[src/rtl/switch_output_queue.sv]
// Egress output-queue stage: one circular FIFO per port, fed one tagged word per cycle
// from the fabric, drained per port through the port_out/port_ready/port_read handshake.
module switch_output_queue #(
  parameter int unsigned N_PORTS      = 4,
  parameter int unsigned DATA_W       = 8,
  parameter int unsigned DEPTH        = 16,
  parameter int unsigned AFULL_THRESH = 12,
  parameter bit          DROP_ON_FULL = 1'b0,
  parameter int unsigned CNT_W        = 16,
  localparam int unsigned PORT_W      = (N_PORTS > 1) ? $clog2(N_PORTS) : 1,
  localparam int unsigned LVL_W       = $clog2(DEPTH) + 1
) (
  input  logic                       clk,
  input  logic                       rst,
  input  logic                       in_valid,
  input  logic [PORT_W-1:0]          in_port,
  input  logic [DATA_W-1:0]          in_data,
  output logic                       in_ready,
  output logic [N_PORTS*DATA_W-1:0]  port_out,
  output logic [N_PORTS-1:0]         port_ready,
  input  logic [N_PORTS-1:0]         port_read,
  output logic [N_PORTS*LVL_W-1:0]   port_level,
  output logic [N_PORTS-1:0]         almost_full,
  output logic [N_PORTS*CNT_W-1:0]   drop_cnt
);

  localparam int unsigned AW = (DEPTH > 1) ? $clog2(DEPTH) : 1;

  logic [DATA_W-1:0] mem    [N_PORTS][DEPTH];
  logic [AW-1:0]     rd_ptr [N_PORTS];
  logic [AW-1:0]     wr_ptr [N_PORTS];
  logic [LVL_W-1:0]  level  [N_PORTS];
  logic [CNT_W-1:0]  drops  [N_PORTS];

  logic [N_PORTS-1:0] hit, full, wr_en, drop_en, rd_en;
  logic               sel_full;

  // Port decode and transfer qualification, judged on start-of-cycle levels only.
  always_comb begin
    hit      = '0;
    full     = '0;
    wr_en    = '0;
    drop_en  = '0;
    rd_en    = '0;
    sel_full = 1'b0;
    for (int p = 0; p < N_PORTS; p++) begin
      full[p] = (level[p] == LVL_W'(DEPTH));
      hit[p]  = (in_port == PORT_W'(p));
      if (hit[p]) sel_full = full[p];
    end
    // Unknown port indices are always accepted and silently discarded.
    in_ready = !(|hit) || DROP_ON_FULL || !sel_full;
    for (int p = 0; p < N_PORTS; p++) begin
      wr_en[p]   = in_valid && hit[p] && !full[p];
      drop_en[p] = in_valid && hit[p] && full[p] && DROP_ON_FULL;
      rd_en[p]   = port_read[p] && (level[p] != '0);
    end
  end

  // Pointers, levels and drop counters.
  always_ff @(posedge clk or posedge rst) begin
    if (rst) begin
      for (int p = 0; p < N_PORTS; p++) begin
        rd_ptr[p] <= '0;
        wr_ptr[p] <= '0;
        level[p]  <= '0;
        drops[p]  <= '0;
      end
    end else begin
      for (int p = 0; p < N_PORTS; p++) begin
        if (wr_en[p]) wr_ptr[p] <= wr_ptr[p] + AW'(1);
        if (rd_en[p]) rd_ptr[p] <= rd_ptr[p] + AW'(1);
        if (wr_en[p] && !rd_en[p])      level[p] <= level[p] + LVL_W'(1);
        else if (!wr_en[p] && rd_en[p]) level[p] <= level[p] - LVL_W'(1);
        if (drop_en[p] && (drops[p] != '1)) drops[p] <= drops[p] + CNT_W'(1);
      end
    end
  end

  // Storage is intentionally not reset; the levels gate visibility.
  always_ff @(posedge clk) begin
    for (int p = 0; p < N_PORTS; p++) begin
      if (wr_en[p]) mem[p][wr_ptr[p]] <= in_data;
    end
  end

  always_comb begin
    port_out    = '0;
    port_ready  = '0;
    port_level  = '0;
    almost_full = '0;
    drop_cnt    = '0;
    for (int p = 0; p < N_PORTS; p++) begin
      port_ready[p]                    = (level[p] != '0);
      almost_full[p]                   = (level[p] >= LVL_W'(AFULL_THRESH));
      port_level[p*LVL_W +: LVL_W]     = level[p];
      drop_cnt[p*CNT_W +: CNT_W]       = drops[p];
      if (port_ready[p])
        port_out[p*DATA_W +: DATA_W]   = mem[p][rd_ptr[p]];
    end
  end

endmodule
[config.mk]
export PLATFORM = sky130hd
export DESIGN_NAME = switch_output_queue
export DESIGN_NICKNAME = d
export VERILOG_FILES = /design/src/rtl/switch_output_queue.sv
export SDC_FILE = /design/constraint.sdc
export NUM_CORES = 1
export LEC_CHECK = 0
export ABC_AREA = 1
export BUFFER_PORTS_ARGS = -buffer_cell sky130_fd_sc_hd__clkbuf_2
export CORE_MARGIN = 4
export CORE_UTILIZATION = 60
export CTS_BUF_LIST = sky130_fd_sc_hd__clkbuf_16
export DETAILED_ROUTE_END_ITERATION = 6
export MAX_ROUTING_LAYER = met4
export PLACE_DENSITY_LB_ADDON = 0.08
export SYNTH_ARGS = -nofsm -noshare
export SYNTH_HDL_FRONTEND = slang
export SYNTH_SLANG_ARGS = --single-unit
[constraint.sdc]
create_clock -name clk -period 2.8 [get_ports clk]
set_clock_uncertainty 0.2 [all_clocks]
set_input_delay 0.42 -clock clk [delete_from_list [all_inputs] [get_ports clk]]
set_output_delay 0.42 -clock clk [all_outputs]
set_load 0.005 [all_outputs]
# Word level (Yosys, flattened, before mapping)
# Memory sizes are Yosys's and may differ from the RTL's.
# Cells that the tools add are included.
# W data, S select, Z words.
[op_classes]
n_addsub = 16
n_lt_le_gt_ge = 16
eq_ne = 7
mux = 53
bitwise_logic = 8
reduce_logical = 52
[op_table]
columns = ["cell", "count"]
rows = [
  ["$mux W128", 10],
  ["$reduce_or A128 Y1", 3],
  ["$bmux W8 S4", 4],
  ["$demux W8 S4", 4],
  ["$mux W8", 16],
  ["$ge A5 B5 Y1 const B", 8],
  ["$mux W5", 8],
  ["$not A4 Y5", 8],
  ["$add A4 B1 Y4 const B", 8],
  ["$logic_and A1 B1 Y1", 24],
  ["$add A5 B1 Y5 const B", 4],
  ["$eq A5 B5 Y1 const B", 4],
  ["$ge A5 B4 Y1 const B", 4],
  ["$lt A5 B1 Y1 const B", 4],
  ["$reduce_bool A5 Y1", 4],
  ["$sub A5 B1 Y5 const B", 4],
  ["$logic_not A1 Y1", 14],
  ["$mux W1", 8],
  ["$reduce_bool A2 Y1", 4],
  ["$mux W2", 3],
  ["$eq A2 B2 Y1 const B", 2],
  ["$reduce_or A4 Y1", 1],
  ["$eq A2 B1 Y1 const B", 1],
  ["$logic_not A2 Y1", 1],
  ["$logic_or A1 B1 Y1", 1],
]
[totals]
reg_bits = 52
mem_bits_rw = 512
wordCells = 165
n_memories = 1
[memory_table]
columns = ["memory", "words", "word_bits", "rd", "rd_clocked_by_memory_dff", "wr", "line", "text"]
rows = [
  ["mem", 4, 128, 4, 0, 1, "29", "logic [DATA_W-1:0] mem [N_PORTS][DEPTH];"],
]

# Logic depth before layout (Yosys ltp)
[depth]
ltp_word = 10
depth_mapped = 17
ltp_nobuf = 17

# Worst setup path after synthesis
# No wires, ideal clock.
[synth_path]
path_kind = "register -> register"
startpoint = "register level, in the netlist port_level[0]"
endpoint = "register level, in the netlist port_level[3]"
t_arrival_ns = 2.145
required_ns = 2.471
setup_slack_ns = 0.327
stages_incl_launch_ff = 15
n_path_buf = 0
synth_period_minus_slack_ns = 2.473
path_cell_list = "dfrtp_1 -> nor2_1 -> nand4_1 -> nand2_1 -> inv_1 -> nand2_1 -> inv_2 -> ha_1 -> inv_1 -> ha_1 -> nand3_1 -> nand3_1 -> or2_2 -> nand3_1 -> o21ai_0"
[synth_via]
elab_chain_len = 6
[synth_rtl]
columns = ["element", "line", "text"]
rows = [
  ["start: declaration", "32", "logic [LVL_W-1:0] level [N_PORTS];"],
  ["start signal: indexed assignment", "73", "if (wr_en[p] && !rd_en[p]) level[p] <= level[p] + LVL_W'(1);"],
  ["start signal: indexed assignment", "74", "else if (!wr_en[p] && rd_en[p]) level[p] <= level[p] - LVL_W'(1);"],
  ["$eq A5 B5 Y1 *", "47", "full[p] = (level[p] == LVL_W'(DEPTH));"],
  ["$logic_not A1 Y1 *", "54", "wr_en[p] = in_valid && hit[p] && !full[p];"],
  ["$logic_and A1 B1 Y1 *", "54", ""],
  ["via wr_en[0]", "35", "logic [N_PORTS-1:0] hit, full, wr_en, drop_en, rd_en;"],
  ["$logic_not A1 Y1", "74", ""],
  ["$logic_and A1 B1 Y1", "74", ""],
  ["$reduce_bool A2 Y1 (no source line)", "--", ""],
]
# The timed path passes the listed nets; every way through them passes the cells marked *. The select of a mux whose other input is x is not followed.
# A chain may end at the register's enable or synchronous reset.

# Worst setup path after layout
[layout_path]
startpoint = "register rd_ptr[8] (netlist bit)"
endpoint = "output port_out[12]"
[layout_via]
elab_chain_len = 5
[layout_rtl]
columns = ["element", "line", "text"]
rows = [
  ["start: declaration", "30", "logic [AW-1:0] rd_ptr [N_PORTS];"],
  ["start signal: indexed assignment", "72", "if (rd_en[p]) rd_ptr[p] <= rd_ptr[p] + AW'(1);"],
  ["$not A4 Y5 (not written as such)", "99", "port_out[p*DATA_W +: DATA_W] = mem[p][rd_ptr[p]];"],
  ["$bmux W8 S4", "99", ""],
  ["$mux W8 (not written as such) (2 in series)", "99", ""],
  ["$mux W8", "98", "if (port_ready[p])"],
  ["end: declaration", "19", "output logic [N_PORTS*DATA_W-1:0] port_out,"],
]
# Every way passes these cells. The select of a mux whose other input is x is not followed.

==> key figures <==
Floorplanning
  • Die H: 211 µm
  • # IOs: approximately 140
  • Initial Util: 0.613
  • Die width: 211 µm
  • Row Count: 73
  • Full die area: 44400 µm²
  • Area of the core: 40200 µm²

Timing
  • Setup violators final: 2
  • Sum Neg Setup Slack: -31.7 ps
  • Final Hold Fails: 0
  • Setup WS post-layout: -25.7 ps
  • Max_slew headroom: 0.287
  • Fmax: about 350 MHz
  • Final worst-path cycle share: 1.01
  • Minimum clock period: 2830 ps
  • Slew of the pin with the lowest slew margin: 1070 ps
  • Slew Viols, Final: 0
  • RSZ-0062 raised after global routing: yes

Setup path
  • CP max stage delay: 590 ps
  • CP startpoint kind: flop
  • CP required: 2180 ps
  • Worst Path Max Fanout: 9
  • Critical register-to-register path startpoint: port_level[8]
  • Critical path's top delay family: flip-flops
  • Crit. End Element: output port
  • R2r endpoint: port_level[8]
  • Worst reg2reg path depth: 14
  • Worst Path Buf+Inv: 3
  • Data arrival, critical path: 2210 ps
  • WS Path Type: flop to output port
  • CP max stage cell: dfrtp_4
  • Worst-path cell chain: clkinv_8 > buf_8 > nand2_1 > nand3_1 > nand3_1 > nand2_2 > nand2_1 > a21oi_2 > buf_2
  • Register-to-register setup slack: 200 ps

Synthesis
  • Cell Area, Synth: 24600 µm²
  • Syn Area/Cell: 11.2 µm²
  • Ys Warns: 0
  • Synthesized instance count: about 2200
  • Post-synthesis cell type count: 24
  • #FFs+latches synth: between 500 and 600
  • Sequential-to-total area share from yosys stat: 0.677

Route
  • Post-DR vias/cell: 5.72
  • DRT Pass-1 Iters: 6
  • Final ANT Viol Nets: 0
  • Vias: 17089
  • Routed len/inst: 20.8 µm
  • DR DRC count: 0
  • 1st-iter DRT viols: between 1500 and 2000
  • Routed wire length: between 60000 and 70000 µm

Worst hold path
  • Worst Hold End: mem[1][91]
  • Hold Path Depth: 2
  • HP Class: input pin to flop
  • HP Start: in_data[3]

Clock tree
  • Clock sink count: about 560
  • TritonCTS clock tree: built
  • CTS buffer count: 56
  • Max clock buf depth: 3
  • Clock-pin slew on the worst setup and hold paths: ~60 ps
  • CTS root buf: clkbuf_16
  • H-tree levels: 2
  • Clock Latency Late Sink: 600 ps

Pwr
  • Maximum vdd ir drop: 0.647 mV
  • Post-route total power: 30.0 mW
  • Lkg Pwr: around 12 nW
  • PwrDens: around 1000 nW/µm²

Status
  • Status: finished with violations
  • Failing checks: negative setup slack

Cells and area
  • Share of cells above drive strength 1: 0.175
  • Layout Utilization: 0.721
  • Register area: approximately 17000 µm²
  • Nets@finish: 2473
  • Fin cells: 2988
  • Synth-to-Final Area Change: 17.6%
  • Multi-input logic area: 7020 µm²
  • FILL cells: roughly 2800

Global routing
  • Vias in the first global route: 16228
  • First-pass GRT wire length: ~92000 µm
  • Initial antenna violation count: 1
  • GRT Total Usage: 0.273
  • Largest net degree at the start of global routing: 65
  • Grt total ovfl: 0

Place
  • Pre-CTS setup slack: 102 ps
  • Gp weighted congestion: 0.898
  • Port Buf Inserts: 77
  • Placed Cells: 2829
  • DP Wirelength: 35500 µm

Run
  • Max-cap check violation count: 0
-- cells in the final DEF (no fill, tap or decap), drive strengths merged --
master       Yosys  final
inv             86    108
ha              36     36
clkbuf           8    136
xnor2            9      9
o21ai           15     15
conb             1     64
nand3          410    410
dfrtp           52     52
o22ai            4      4
nor3            50     50
nor2            31     31
xor2            24     24
fa               4      4
buf            162    172
dlygate4sd3      0      5
clkinvlp         0      9
or2              3      3
diode            0      1
edfxtp         512    512
clkinv           4     17
bufinv           0      5
nand4            9      9
a21oi           40     40
nand2          747    747
-- worst max path at each step --
stage                        from       endpoint  slack (ps)  cells past startpoint
global placement       in_port[1]  port_level[8]         220                     14
global route            rd_ptr[8]   port_out[12]         -70                      9
floorplan           port_level[0]  port_level[3]         330                     14
finish                  rd_ptr[8]   port_out[12]         -30                      9
CTS                     rd_ptr[8]   port_out[11]        0.03                      9
detailed placement     in_port[1]  port_level[8]         100                     14
-- metrics by stage --
step | hold WS (ps) | area [µm²]
2_1_floorplan | 293 | 24900
3_3_place_gp | 301 | 25800
3_5_place_dp | 302 | 25800
4_1_cts | 145 | 27900
5_1_grt | 164 | 29000
6_report | 161 | 29000
-- sequential cells by signal (all words and copies together) (netlist names) --
name,cells
mem,512
wr_ptr,16
port_level,20
rd_ptr,16
-- per-layer routing --
layer,track usage,vias up,share of wire
met5,-,-,0
met4,0.0814,0,0.030
met3,0.0343,137,0.087
met2,0.421,812,0.47
met1,0.388,8232,0.41
li1,-,7908,-
-- cell families after synthesis --
group	after synthesis	synth area share
and+or+nand+nor	1250	0.215
DFF	564	0.677
buffers and inverters	260	0.0627
AOI/OAI and AO/OA	59	0.0122
adders and majority gates	40	0.0215
xor gates and xnor gates	33	0.0117
other	1	0.000152
-- Yosys cell counts, drive strengths merged --
cell type    n  share of area
a21oi       40         0.0081
buf        162          0.048
clkbuf       8         0.0012
clkinv       4        0.00061
conb         1        0.00015
dfrtp       52          0.053
edfxtp     512           0.62
fa           4         0.0032
ha          36          0.018
inv         86          0.013
nand2      747           0.11
nand3      410          0.083
nand4        9         0.0023
nor2        31         0.0047
nor3        50          0.010
o21ai       15         0.0030
o22ai        4         0.0010
or2          3        0.00076
xnor2        9         0.0032
xor2        24         0.0085
-- where the power goes --
part	total [mW]	internal [mW]	leakage (nW)	switching, mW
combinational	12.4	4.84	5.40	7.61
sequential	10.3	9.73	5.23	0.583
clock	7.19	4.12	0.946	3.08
-- repair_timing --
item | in CTS | in global routing
pin swaps | 0 | 33
setup endpoints to repair | 32 | 36
resized for setup | 40 | 140
hold buffers | 5 | 0
hold endpoints to repair | 26 | 0
cloned | 5 | 23
setup buffers | 12 | 10
-- final cells by class --
| type | count | area share |
|---|---|---|
| diodes | 1 | 0.0000863 |
| flip-flops and latches | 564 | 0.576 |
| multi-input cells | 1446 | 0.242 |
| clock inverters | 47 | 0.0113 |
| inverters | 90 | 0.0145 |
| clock buffers | 57 | 0.0492 |
| well taps | 525 | 0.0227 |
| repair inverters | 2 | 0.000863 |
| repair buffers | 256 | 0.0837 |
Power figures use the tool's default switching activity.
